### src/rtl/seven_seg_pkg.sv
// Shared constants for the seven-segment scan driver: active-low hex segment table,
// blank pattern and segment bit positions (bit 6 = a ... bit 0 = g).
package seven_seg_pkg;

  localparam int unsigned SEG_A = 6;
  localparam int unsigned SEG_B = 5;
  localparam int unsigned SEG_C = 4;
  localparam int unsigned SEG_D = 3;
  localparam int unsigned SEG_E = 2;
  localparam int unsigned SEG_F = 1;
  localparam int unsigned SEG_G = 0;

  localparam logic [6:0] SEG_OFF = 7'b1111111;

  // Entry n is the segment pattern for nibble n; listed from F down to 0.
  localparam logic [15:0][6:0] HEX_SEG = {
    7'b0111000, 7'b0110000, 7'b1000010, 7'b0110001,
    7'b1100000, 7'b0001000, 7'b0000100, 7'b0000000,
    7'b0001111, 7'b0100000, 7'b0100100, 7'b1001100,
    7'b0000110, 7'b0010010, 7'b1001111, 7'b0000001
  };

endpackage

### src/rtl/seg_hex_decode.sv
// Combinational hex nibble to active-low seven-segment decoder.
module seg_hex_decode
  import seven_seg_pkg::*;
(
  input  logic [3:0] nibble,
  output logic [6:0] seg
);

  assign seg = HEX_SEG[nibble];

endmodule

### src/rtl/seven_seg_scan.sv
// Time-multiplexed hex seven-segment scanner with per-frame shadow capture and a
// ghosting guard at each digit change. Define SEVSEG_LZ_BLANK_EN for leading-zero blanking.
module seven_seg_scan
  import seven_seg_pkg::*;
#(
  parameter int unsigned NUM_DIGITS   = 4,
  parameter int unsigned REFRESH_DIV  = 100000,
  parameter int unsigned GUARD_CYCLES = 16
) (
  input  logic                      clk,
  input  logic                      reset,
  input  logic                      enable,
  input  logic [4*NUM_DIGITS-1:0]   value,
  input  logic [NUM_DIGITS-1:0]     blank,
  input  logic [NUM_DIGITS-1:0]     dp,
  output logic [6:0]                seg,
  output logic                      dp_n,
  output logic [NUM_DIGITS-1:0]     anode,
  output logic                      frame_done
);

  localparam int unsigned CW = (REFRESH_DIV > 1) ? $clog2(REFRESH_DIV) : 1;
  localparam int unsigned IW = (NUM_DIGITS > 1) ? $clog2(NUM_DIGITS) : 1;

  logic [CW-1:0]             cnt;
  logic [IW-1:0]             idx;
  logic [4*NUM_DIGITS-1:0]   value_sh;
  logic [NUM_DIGITS-1:0]     blank_sh;
  logic [NUM_DIGITS-1:0]     dp_sh;

  logic [NUM_DIGITS-1:0]     lz_blank;
  logic [NUM_DIGITS-1:0]     eff_blank;
  logic [NUM_DIGITS-1:0]     sel_n;
  logic [3:0]                cur_nib;
  logic                      cur_blank;
  logic                      cur_dp;
  logic                      cnt_last;
  logic                      idx_last;
  logic                      in_guard;
  logic [6:0]                dec_seg;

`ifdef SEVSEG_LZ_BLANK_EN
  logic lz_run;

  // Walk from the most significant digit down; a digit is suppressed while every
  // nibble from it upward is zero. Digit 0 always shows.
  always_comb begin
    lz_run   = 1'b1;
    lz_blank = '0;
    for (int i = NUM_DIGITS - 1; i >= 0; i--) begin
      lz_run      = lz_run & (value_sh[i*4 +: 4] == 4'h0);
      lz_blank[i] = (i != 0) && lz_run;
    end
  end
`else
  assign lz_blank = '0;
`endif

  assign eff_blank = blank_sh | lz_blank;

  always_comb begin
    cur_nib   = 4'h0;
    cur_blank = 1'b1;
    cur_dp    = 1'b0;
    sel_n     = '1;
    for (int i = 0; i < NUM_DIGITS; i++) begin
      if (idx == IW'(i)) begin
        cur_nib   = value_sh[i*4 +: 4];
        cur_blank = eff_blank[i];
        cur_dp    = dp_sh[i];
        sel_n[i]  = 1'b0;
      end
    end
  end

  assign cnt_last = (cnt == CW'(REFRESH_DIV - 1));
  assign idx_last = (idx == IW'(NUM_DIGITS - 1));
  assign in_guard = (cnt < CW'(GUARD_CYCLES));

  seg_hex_decode u_dec (
    .nibble (cur_nib),
    .seg    (dec_seg)
  );

  always_ff @(posedge clk) begin
    if (reset) begin
      cnt        <= '0;
      idx        <= '0;
      value_sh   <= '0;
      blank_sh   <= '0;
      dp_sh      <= '0;
      seg        <= SEG_OFF;
      dp_n       <= 1'b1;
      anode      <= '1;
      frame_done <= 1'b0;
    end else if (!enable) begin
      // Dark and tracking inputs, so re-enable starts at digit 0 with fresh data.
      cnt        <= '0;
      idx        <= '0;
      value_sh   <= value;
      blank_sh   <= blank;
      dp_sh      <= dp;
      seg        <= SEG_OFF;
      dp_n       <= 1'b1;
      anode      <= '1;
      frame_done <= 1'b0;
    end else begin
      // Segments follow the new digit immediately; the anode waits out the guard.
      seg        <= cur_blank ? SEG_OFF : dec_seg;
      dp_n       <= cur_blank | ~cur_dp;
      anode      <= (cur_blank | in_guard) ? '1 : sel_n;
      frame_done <= cnt_last & idx_last;
      if (cnt_last) begin
        cnt <= '0;
        if (idx_last) begin
          idx      <= '0;
          value_sh <= value;
          blank_sh <= blank;
          dp_sh    <= dp;
        end else begin
          idx <= idx + 1'b1;
        end
      end else begin
        cnt <= cnt + 1'b1;
      end
    end
  end

endmodule

### config.mk
export PLATFORM = sky130hd
export DESIGN_NAME = seven_seg_scan
export DESIGN_NICKNAME = d
export VERILOG_FILES = /design/src/rtl/seven_seg_pkg.sv /design/src/rtl/seg_hex_decode.sv /design/src/rtl/seven_seg_scan.sv
export SDC_FILE = /design/constraint.sdc
export NUM_CORES = 1
export LEC_CHECK = 0
export ABC_AREA = 1
export BUFFER_PORTS_ARGS = -buffer_cell sky130_fd_sc_hd__clkbuf_2
export CORE_AREA = 2 2 84 86
export CTS_CLUSTER_SIZE = 20
export DETAILED_ROUTE_END_ITERATION = 10
export DIE_AREA = 0 0 86 88
export PLACE_DENSITY = 0.66
export SYNTH_ARGS = -nofsm -noshare
export SYNTH_HDL_FRONTEND = slang
export SYNTH_SLANG_ARGS = --single-unit
### constraint.sdc
create_clock -name clk -period 1.7 [get_ports clk]
set_clock_uncertainty 0.05 [all_clocks]
set_input_delay 0.17 -clock clk [delete_from_list [all_inputs] [get_ports clk]]
set_output_delay 0.17 -clock clk [all_outputs]
set_load 0.02 [all_outputs]
After elaboration in Yosys (flattened, before gate mapping)

Memories as Yosys holds them, arrays and structs flattened. A register that Yosys moved wholly into a read port is not among the register bits.
Index checks and enable logic that the tools add are counted.

Memory bits (read-only): 112
RAM bits: 0
Output and inout port bits: 13
Memories: 1
Word-level logic and storage cells: 55
Bits in registers: 49
Latch bits: 0
Bits of input ports: 27

Muxes and demuxes: 26
Reductions and logical operators: 6
Eq/ne operators: 6
Multipliers: 0
$add $sub $neg: 2
Shift-type cells: 0
Bitwise operators: 5
Order comparisons: 1
Div/mod/pow operators: 0

Memories:

| memory           | words | width | rd ports | clocked after memory_dff | write ports | line                | source |
|---|---|---|---|---|---|---|---|
| (name not given) | 16    | 7     | 1        | 1                        | 0           | seg_hex_decode.sv:9 | `assign seg = HEX_SEG[nibble];` |

Operator list:

| operator              | number |
|---|---|
| $mux 16               | 3 |
| $mux 4                | 10 |
| $add 17x1->17 const B | 1 |
| $eq 17x17->1 const B  | 1 |
| $lt 17x5->1 const B   | 1 |
| $mux 1                | 12 |
| $reduce_or 3->1       | 3 |
| $eq 2x2->1 const B    | 2 |
| $ne 2x1->1 const B    | 2 |
| $add 2x1->2 const B   | 1 |
| $eq 2x1->1 const B    | 1 |
| $logic_not 2->1       | 1 |
| $mux 2                | 1 |
| $not 1->1             | 2 |
| $or 1x1->1            | 2 |
| $reduce_and 2->1      | 1 |
| $reduce_or 2->1       | 1 |
| $and 1x1->1           | 1 |

Logic depth before layout (Yosys ltp)

Gate-level depths: netlist (run 1).

Depth in word-level cells: 7
Gate-level depth with buffers: 14
Gate-level depth less buffers: 13

Cells and area by module

From an unflattened synthesis (run 1), not the netlist that was laid out.

Cell total of the unflattened synthesis: 403
Area, all modules: 2867.8 µm²

Modules (own cells, without submodules):

| module         | cells an instance | times used | seq. area each (µm²) | area each (µm²) |
|---|---|---|---|---|
| seven_seg_scan | 354               | 1          | 1121.1               | 2593.7 |
| seg_hex_decode | 49                | 1          | 0.0                  | 274.0 |

Least setup slack after synthesis (run 1)

Ideal clock, no wire load.

Kind: register to register
Start point: register idx[1]
End point: register seg[5]
Setup slack: -167 ps
Library setup time: 115 ps
Period minus slack after synthesis: 1867 ps
Data required time: 1535 ps
Arrival time: 1703 ps
Stages on the path, launching flop included: 15
Buffers on the path: 1
Path through: dfxtp_1 > inv_1 > ha_1 > buf_2 > inv_1 > nand3_1 > nand2_1 > nand2_1 > nand2_1 > inv_1 > ha_1 > nand2_1 > nor2_1 > nor2_1 > nand2_1

Longest elaborated chain between the ends: 6
Elaborated cells on any way between the ends: 13
Those cells by class: eq/ne (3); mux (8); reduce/logical (2)

RTL lines:

| item                      | line                  | source |
|---|---|---|
| start: declaration        | seven_seg_scan.sv:26  | `logic [IW-1:0] idx;` |
| start signal: assignment  | seven_seg_scan.sv:121 | `idx <= idx + 1'b1;` |
| $logic_not 2->1           | seven_seg_scan.sv:67  | `if (idx == IW'(i)) begin` |
| $mux 1 (4 in a row)       | seven_seg_scan.sv:67  |  |
| $reduce_or 3->1 (no line) | n/a                   |  |
| end: declaration          | seven_seg_scan.sv:16  | `output logic [6:0] seg,` |

Parallel ways exist; a longest one is shown, timed or not.
A chain may end at the register's enable or synchronous reset.

Worst setup path in the final report (run 1)

Start point: register idx[0]
End point: register seg[3]

Same word-level chain as after synthesis.

==> summary.md, run 1 <==
| Metric | Value |
|---|---|
| Status | finished, violations left |
| Failing checks | negative setup slack |
| Setup ws final | -0.0525 ns |
| # DRC | 0 |
| Row count | 30 |
| Worst R2R Path Depth | 11 |
| Largest family of logic cells by synthesized area | simple AND/OR/NAND/NOR gates |
| Total global-route track usage | 0.181 |
| Horiz. Die Dim | 86 um |
| Die ar. | 0.00757 sq mm |
| Final GP Congestion | 0.859 |
| CORE AREA | 0.00664 sq mm |
| Die Height | 88 um |
| Via count | 2831 |
| Most common cell on crit path | nand2_1 |
| Worst min path class | in2reg |
| Via density | 4.97 |
| GRT overflow | 0 |
| Critical path's slowest cell | dfxtp_4 |
| Synth Area in XOR/XNOR | 0.0119 |
| Endpoint type of the worst setup path | flop |
| Largest net degree at the start of global routing | 49 |
| Share of cells above drive strength 1 | 0.333 |
| Pre-antenna DRT Iters | 4 |
| Clock root buffer | clkbuf_8 |
| Slew @ Worst Pin | 0.586 ns |
| Placed instance area | 0.00334 sq mm |
| TritonCTS Buffers | 5 |
| Latest clock arrival within the worst-skew pair | 0.31 ns |
| Async set-reset flop share out of synthesis | 0 |
| Hold Crit Endpoint | blank_sh[2]$_SDFFE_PP0P_ |
| Synth Cell Area | 0.00294 sq mm |
| I/O Buffers | 39 |
| Yosys warning count | 0 |
| CTS sink cnt | 56 |
| Hold buffers post-CTS | 0 |
| Synth Instances | 422 |
| Fin area | 0.00387 sq mm |
| PD cells | 692 mW/mm^2 |
| Reg-to-reg endpoint | seg[3]$_SDFF_PP1_ |
| Synth Area per Inst | 6.96 sq um |
| TritonCTS clock tree | built |
| Ys flop type | dfxtp_1 |
| Critical Path Fanout Max | 8 |
| Worst path max stage delay | 0.40 ns |
| Vias in the first global route | 2453 |
| Worst EP required | 1.86 ns |
| Initial antenna violation count | 0 |
| Post-synthesis adder-cell area fraction | 0.0469 |
| Most frequent cells in the layout | 88 x nand2_1, 51 x dfxtp_1, 50 x nor2_1 |
| Area growth syn-to-layout | 31.8% |
| Most common cell after layout, fill and taps aside | nand2_1 |
| Cell Count, Final, Fillers Out | 570 |
| Worst slew margin | 0.606 |
| Htree depth | 2 |
| Reg2Reg Setup Slack | -0.05 ns |
| Static leakage | 1.69 nW |
| DRT antenna net count | 0 |
| Worst Path Arrival | 1.91 ns |
| Fin nets | 527 |
| Post-synthesis simple-gate area fraction | 0.338 |
| Post-synth EDFFs | 0 |
| Number of distinct library cells after synthesis | 29 |
| Peak supply drop | 0.510 mV |
| Detailed Route Iter0 Violations | 124 |
| Origin of the critical flop-to-flop path | idx[0]$_SDFFE_PP0P_ |
| RSZ-0062 raised after global routing | yes |
| Final setup viols | 5 |
| Fillcell total | 601 |
| Starting Density | 0.442 |
| Clk buf depth | 2 |
| Hpwl dp | 4.65 mm |
| Hold Vio Cnt, Final | 0 |
| Worst path cell trace | inv_4 > ha_4 > a21oi_1 > nand2_1 > nand2_2 > inv_4 > ha_2 > nand3_2 > nand3_1 > nand2_1 > nand2_1 |
| CP Class | reg2reg |
| Routed Wire Length | 7.52 mm |
| Number of I/O pins | 40 |
| FMAX | 571 MHz |
| Synthesized flop and latch total | 56 |
| Final Cycle Share | 1.03 |
| Net Count, Synth | 460 |
| Drt wl/cell | 13.2 um |
| Worst hold stages | 3 |
| DP Cell Count | 548 |
| Min Tclk post-route | 1.75 ns |
| Sequential area share after synthesis | 0.382 |
| Startpoint Class | flop |
| CTS clk-pin slew, worst paths | 0.09 ns |
| Number of max-cap violations | 0 |
| Diodes inserted | 0 |
| Slew Limit Fails | 0 |
| Mux cell area share after synthesis | 0 |
| Synth Area in Compound Gates | 0.118 |
| First-pass GRT wire length | 10.9 mm |
| Hold path start | blank[2] |
==> through the flow <==
step | hold slack [ns] | utilization | setup TNS, ns | worst slack, ns | total power [mW]
6_report | 0.0141 | 0.582 | -0.141 | -0.0525 | 2.68
5_1_grt | 0.0271 | 0.582 | -0.911 | -0.149 | 2.80
4_1_cts | 0.0211 | 0.534 | 0 | 0.00315 | 2.66
3_5_place_dp | 0.347 | 0.502 | -0.473 | -0.0703 | 1.72
3_3_place_gp | 0.341 | 0.502 | -0.251 | -0.0504 | 1.72
2_1_floorplan | 0.244 | - | 0 | 0.00528 | 1.62
==> routing by layer <==
metal | GRT usage | vias up | share of wire
met5 | 0 | - | 0
met4 | 0.0736 | 0 | 0.021
met3 | 0.0330 | 12 | 0.044
met2 | 0.295 | 60 | 0.49
met1 | 0.236 | 1277 | 0.45
li1 | - | 1482 | -
==> flip-flops by register name, indices dropped and copies added, names as in the netlist <==
register    flops
dp_sh           4
seg             7
value_sh       16
blank_sh        4
frame_done      1
cnt            17
anode           4
dp_n            1
idx             2
==> worst max-delay path by stage <==
stage	startpoint	end	slack (ns)	cells past startpoint
floorplan	idx[0]$_SDFFE_PP0P_	seg[5]$_SDFF_PP1_	0.005	12
global placement	idx[0]$_SDFFE_PP0P_	anode[1]$_SDFF_PP1_	-0.05	11
detailed placement	idx[0]$_SDFFE_PP0P_	anode[0]$_SDFF_PP1_	-0.07	11
CTS	idx[1]$_SDFFE_PP0P_	seg[3]$_SDFF_PP1_	0.003	12
global route	idx[0]$_SDFFE_PP0P_	seg[2]$_SDFF_PP1_	-0.15	10
finish	idx[0]$_SDFFE_PP0P_	seg[3]$_SDFF_PP1_	-0.05	11
==> timing repair <==
item / 4_1_cts / 5_1_grt
pin swaps: 4 / 15
buffers inserted: 3 / 5
endpoints found under the setup margin: 12 / 39
gates resized for setup: 11 / 47
gates cloned: 0 / 6
==> cells by family (layout without fill, tap and decap cells) <==
group,after synthesis,in the layout
AO/OA/AOI/OAI,53,53
AND/OR/NAND/NOR,227,227
flip-flops,56,56
buffers and inverters,71,139
adder cells (fa/ha/maj),11,11
XOR/XNOR,4,4
==> cells in the mapped netlist (3+ instances only) <==
master	instances	share of area
buf_1	3	0.0038
nand2_2	3	0.0064
ha_1	11	0.047
nand2_1	100	0.13
a21oi_1	25	0.043
buf_6	3	0.012
nor3_1	4	0.0068
dfxtp_1	56	0.38
buf_2	7	0.012
nor4_1	3	0.0064
inv_1	54	0.069
o21ai_0	5	0.0085
nand3_1	50	0.085
nor2_1	52	0.066
a21oi_2	20	0.060
nand4_1	7	0.015
xor2_1	4	0.012
==> power by group <==
part / leakage, nW / switching (mW) / internal [mW] / total [mW]
clock network: 0.0645 / 0.420 / 0.520 / 0.940
logic: 1.17 / 0.205 / 0.142 / 0.346
registers: 0.462 / 0.0280 / 1.36 / 1.39
==> critical path, delay by kind of cell, from the launching register on <==
family	cells	cell delay, ns
AOI/OAI and AO/OA	1	0.18
adders and majority gates	2	0.39
buffers and inverters	2	0.14
DFF	1	0.40
and+or+nand+nor	6	0.49
==> final cells by class <==
type	instances	area [sq um]	area share
multi-input cells	295	1740	0.450
flip-flops and latches	56	1130	0.293
repair buffers	76	553	0.143
inverters	55	216	0.0560
well taps	80	100	0.0259
clock buffers	7	96.3	0.0249
clock inverters	1	30.0	0.00776
No activity file was read; power rests on OpenSTA's default activity.
==> run 2: changes to the inputs <==
SETUP_SLACK_MARGIN = 0.02   (was default)
==> run 2 against run 1 <==
Compared with the run above: the run still ends with negative setup slack left; clock power down 8.1%; first-iteration DRC count is 7.3% lower; clock-buffer cell count is 1 lower; register-to-register slack better by 0.03 ns; via count fell by 2.5%; flip-flop and latch count unchanged; worst setup slack better by 0.026 ns; maximum frequency is 1.5% higher; routed wire length decreased by 7.5%; sequential share of layout area grew 0.51 points; critical path type unchanged.
==> summary.md, run 2 (synthesis results as in run 1) <==
| Metric | Value |
|---|---|
| Area growth syn-to-layout | 29.1% (was 31.8%) |
| PD cells | 690 mW/mm^2 (was 692 mW/mm^2) |
| Via density | 4.93 (was 4.97) |
| Routed Wire Length | 6.96 mm (was 7.52 mm) |
| Endpoint type of the worst setup path | flop (unchanged) |
| Hold path start | dp[1] (was blank[2]) |
| Peak supply drop | 0.343 mV (was 0.510 mV) |
| Worst min path class | in2reg (unchanged) |
| Latest clock arrival within the worst-skew pair | 0.31 ns (about the same) |
| Static leakage | 1.63 nW (was 1.69 nW) |
| Met2 Wirelength | 3.35 mm (was 3.66 mm) |
| Clock root buffer | clkbuf_8 (unchanged) |
| Hold buffers post-CTS | 0 (unchanged) |
| Worst path cell trace | inv_6 > ha_4 > inv_2 > nand3_2 > nand2_4 > nand2_4 > inv_2 > ha_4 > nand2_2 > nand3_2 > nand2_2 > nand2_1 (was inv_4 > ha_4 > a21oi_1 > nand2_1 > nand2_2 > inv_4 > ha_2 > nand3_2 > nand3_1 > nand2_1 > nand2_1) |
| Clk buf depth | 2 (unchanged) |
| Share of cells above drive strength 1 | 0.317 (was 0.333) |
| Fin nets | 517 (was 527) |
| Critical path's slowest cell | dfxtp_4 (unchanged) |
| Critical Path Fanout Max | 8 (unchanged) |
| FMAX | 579 MHz (was 571 MHz) |
| Origin of the critical flop-to-flop path | idx[0]$_SDFFE_PP0P_ (unchanged) |
| Max layer used | met4 (unchanged) |
| Pre-antenna DRT Iters | 5 (was 4) |
| Most frequent cells in the layout | 85 x nand2_1, 54 x dfxtp_1, 51 x nor2_1 (was 88 x nand2_1, 51 x dfxtp_1, 50 x nor2_1) |
| Row count | 30 (unchanged) |
| Startpoint Class | flop (unchanged) |
| Setup ws final | -0.0265 ns (was -0.0525 ns) |
| Worst slew margin | 0.600 (was 0.606) |
| Fin Setup TNS | -0.0265 ns (was -0.141 ns) |
| Largest registers | cnt x17, value_sh x16, seg x7 (unchanged) |
| Total global-route track usage | 0.184 (was 0.181) |
| Status | finished, violations left (unchanged) |
| Hpwl dp | 4.66 mm (was 4.65 mm) |
| Number of I/O pins | 40 (unchanged) |
| Vias in the first global route | 2459 (was 2453) |
| Fillcell total | 607 (was 601) |
| RSZ-0062 raised after global routing | yes (unchanged) |
| Detailed Route Iter0 Violations | 115 (was 124) |
| Crit path launch | idx[0]$_SDFFE_PP0P_ (unchanged) |
| Met1 wire length | 3.24 mm (was 3.38 mm) |
| Via count | 2759 (was 2831) |
| Worst EP required | 1.86 ns (about the same) |
| Die Height | 88 um (unchanged) |
| Number of max-cap violations | 0 (unchanged) |
| CTS sink cnt | 56 (unchanged) |
| Final setup viols | 1 (was 5) |
| GRT overflow | 0 (unchanged) |
| Final GP Congestion | 0.892 (was 0.859) |
| Buf/Inv on CP | 3 (was 2) |
| Starting Density | 0.442 (unchanged) |
| Diodes inserted | 0 (unchanged) |
| Largest net degree at the start of global routing | 49 (unchanged) |
| Htree depth | 2 (unchanged) |
| Slew @ Worst Pin | 0.601 ns (was 0.586 ns) |
| Most common cell after layout, fill and taps aside | nand2_1 (unchanged) |
| DRT antenna net count | 0 (unchanged) |
| Horiz. Die Dim | 86 um (unchanged) |
| CORE AREA | 0.00664 sq mm (unchanged) |
| Die ar. | 0.00757 sq mm (unchanged) |
| Cell Count, Final, Fillers Out | 560 (was 570) |
| CP Class | reg2reg (unchanged) |
| Worst path max stage delay | 0.42 ns (was 0.40 ns) |
| First-pass GRT wire length | 11.2 mm (was 10.9 mm) |
| # DRC | 0 (unchanged) |
| CTS clk-pin slew, worst paths | 0.10 ns (was 0.09 ns) |
| TritonCTS Buffers | 5 (unchanged) |
| Slew Limit Fails | 0 (unchanged) |
| Worst Path Arrival | 1.88 ns (was 1.91 ns) |
| Initial antenna violation count | 0 (unchanged) |
| DP Cell Count | 543 (was 548) |
| Most flop-heavy register | cnt (unchanged) |
| Met3 wire length | 285 um (was 328 um) |
| Cell family with most CP delay | simple AND/OR/NAND/NOR gates (unchanged) |
| Min Tclk post-route | 1.73 ns (was 1.75 ns) |
| Max FFs per register | 17 (unchanged) |
| I/O Buffers | 39 (unchanged) |
| Failing checks | negative setup slack (unchanged) |
| Final Cycle Share | 1.02 (was 1.03) |
| TritonCTS clock tree | built (unchanged) |
| Drt wl/cell | 12.4 um (was 13.2 um) |
| Hold Vio Cnt, Final | 0 (unchanged) |
-- run 2: cell count changes in the layout (fill, tap and decap cells not counted), sizes merged --
| cell | before | now |
|---|---|---|
| clkbuf | 49 | 46 |
| buf | 34 | 25 |
| nand2 | 103 | 104 |
| clkinv | 0 | 1 |
-- run 2: tightest hold or removal path, cell delays in order --
cell      delay (ns)
clkbuf_2        0.07
a21oi_1         0.03
nor2_1          0.08
-- run 2: metrics by stage --
| stage | hold WS (ns) | setup WS, ns | power [mW] | cell area [sq um] | util |
|---|---|---|---|---|---|
| global route | 0.0296 | -0.129 | 2.74 | 3790 | 0.570 |
| finish | 0.0222 | -0.0265 | 2.62 | 3790 | 0.570 |
| CTS | 0.0172 | 0.00215 | 2.60 | 3550 | 0.534 |
| detailed placement | 0.348 | -0.0870 | 1.73 | 3360 | 0.505 |
| floorplan | 0.244 | 0.0214 | 1.63 | 3020 | - |
| global placement | 0.340 | -0.0158 | 1.73 | 3360 | 0.505 |
-- run 2: final cells by class --
cell class / count / area (sq um) / area share
clock inverters: 2 / 35.0 / 0.00924
well taps: 80 / 100 / 0.0264
repair buffers: 65 / 428 / 0.113
inverters: 55 / 226 / 0.0598
flip-flops and latches: 56 / 1130 / 0.298
multi-input cells: 296 / 1800 / 0.475
clock buffers: 6 / 72.6 / 0.0191
-- run 2: worst paths after layout --
kind | depth (start not counted) | slack [ns] | to
max | 12 | -0.03 | seg[3]$_SDFF_PP1_
min | 3 | 0.02 | dp_sh[1]$_SDFFE_PP0P_
min reg2reg | 1 | 0.41 | cnt[0]$_SDFF_PP0_
max reg2reg | 12 | -0.03 | seg[3]$_SDFF_PP1_
-- run 2: report_power, final --
part	switching [mW]	internal (mW)	total, mW
registers	0.0256	1.36	1.39
logic	0.216	0.150	0.366
clock network	0.426	0.438	0.864
total	0.668	1.95	2.62
-- run 2: per-layer routing --
layer,vias up,global-route usage
met2,50,0.282
met4,0,0.0577
li1,1470,-
met1,1233,0.256
met3,6,0.0434
met5,-,0
-- run 2: timing repair --
item / 4_1_cts / 5_1_grt
setup endpoints to repair: 9 / 35
pin swaps: 7 / 21
cloned: 0 / 2
buffers inserted: 3 / 4
gates resized for setup: 17 / 44
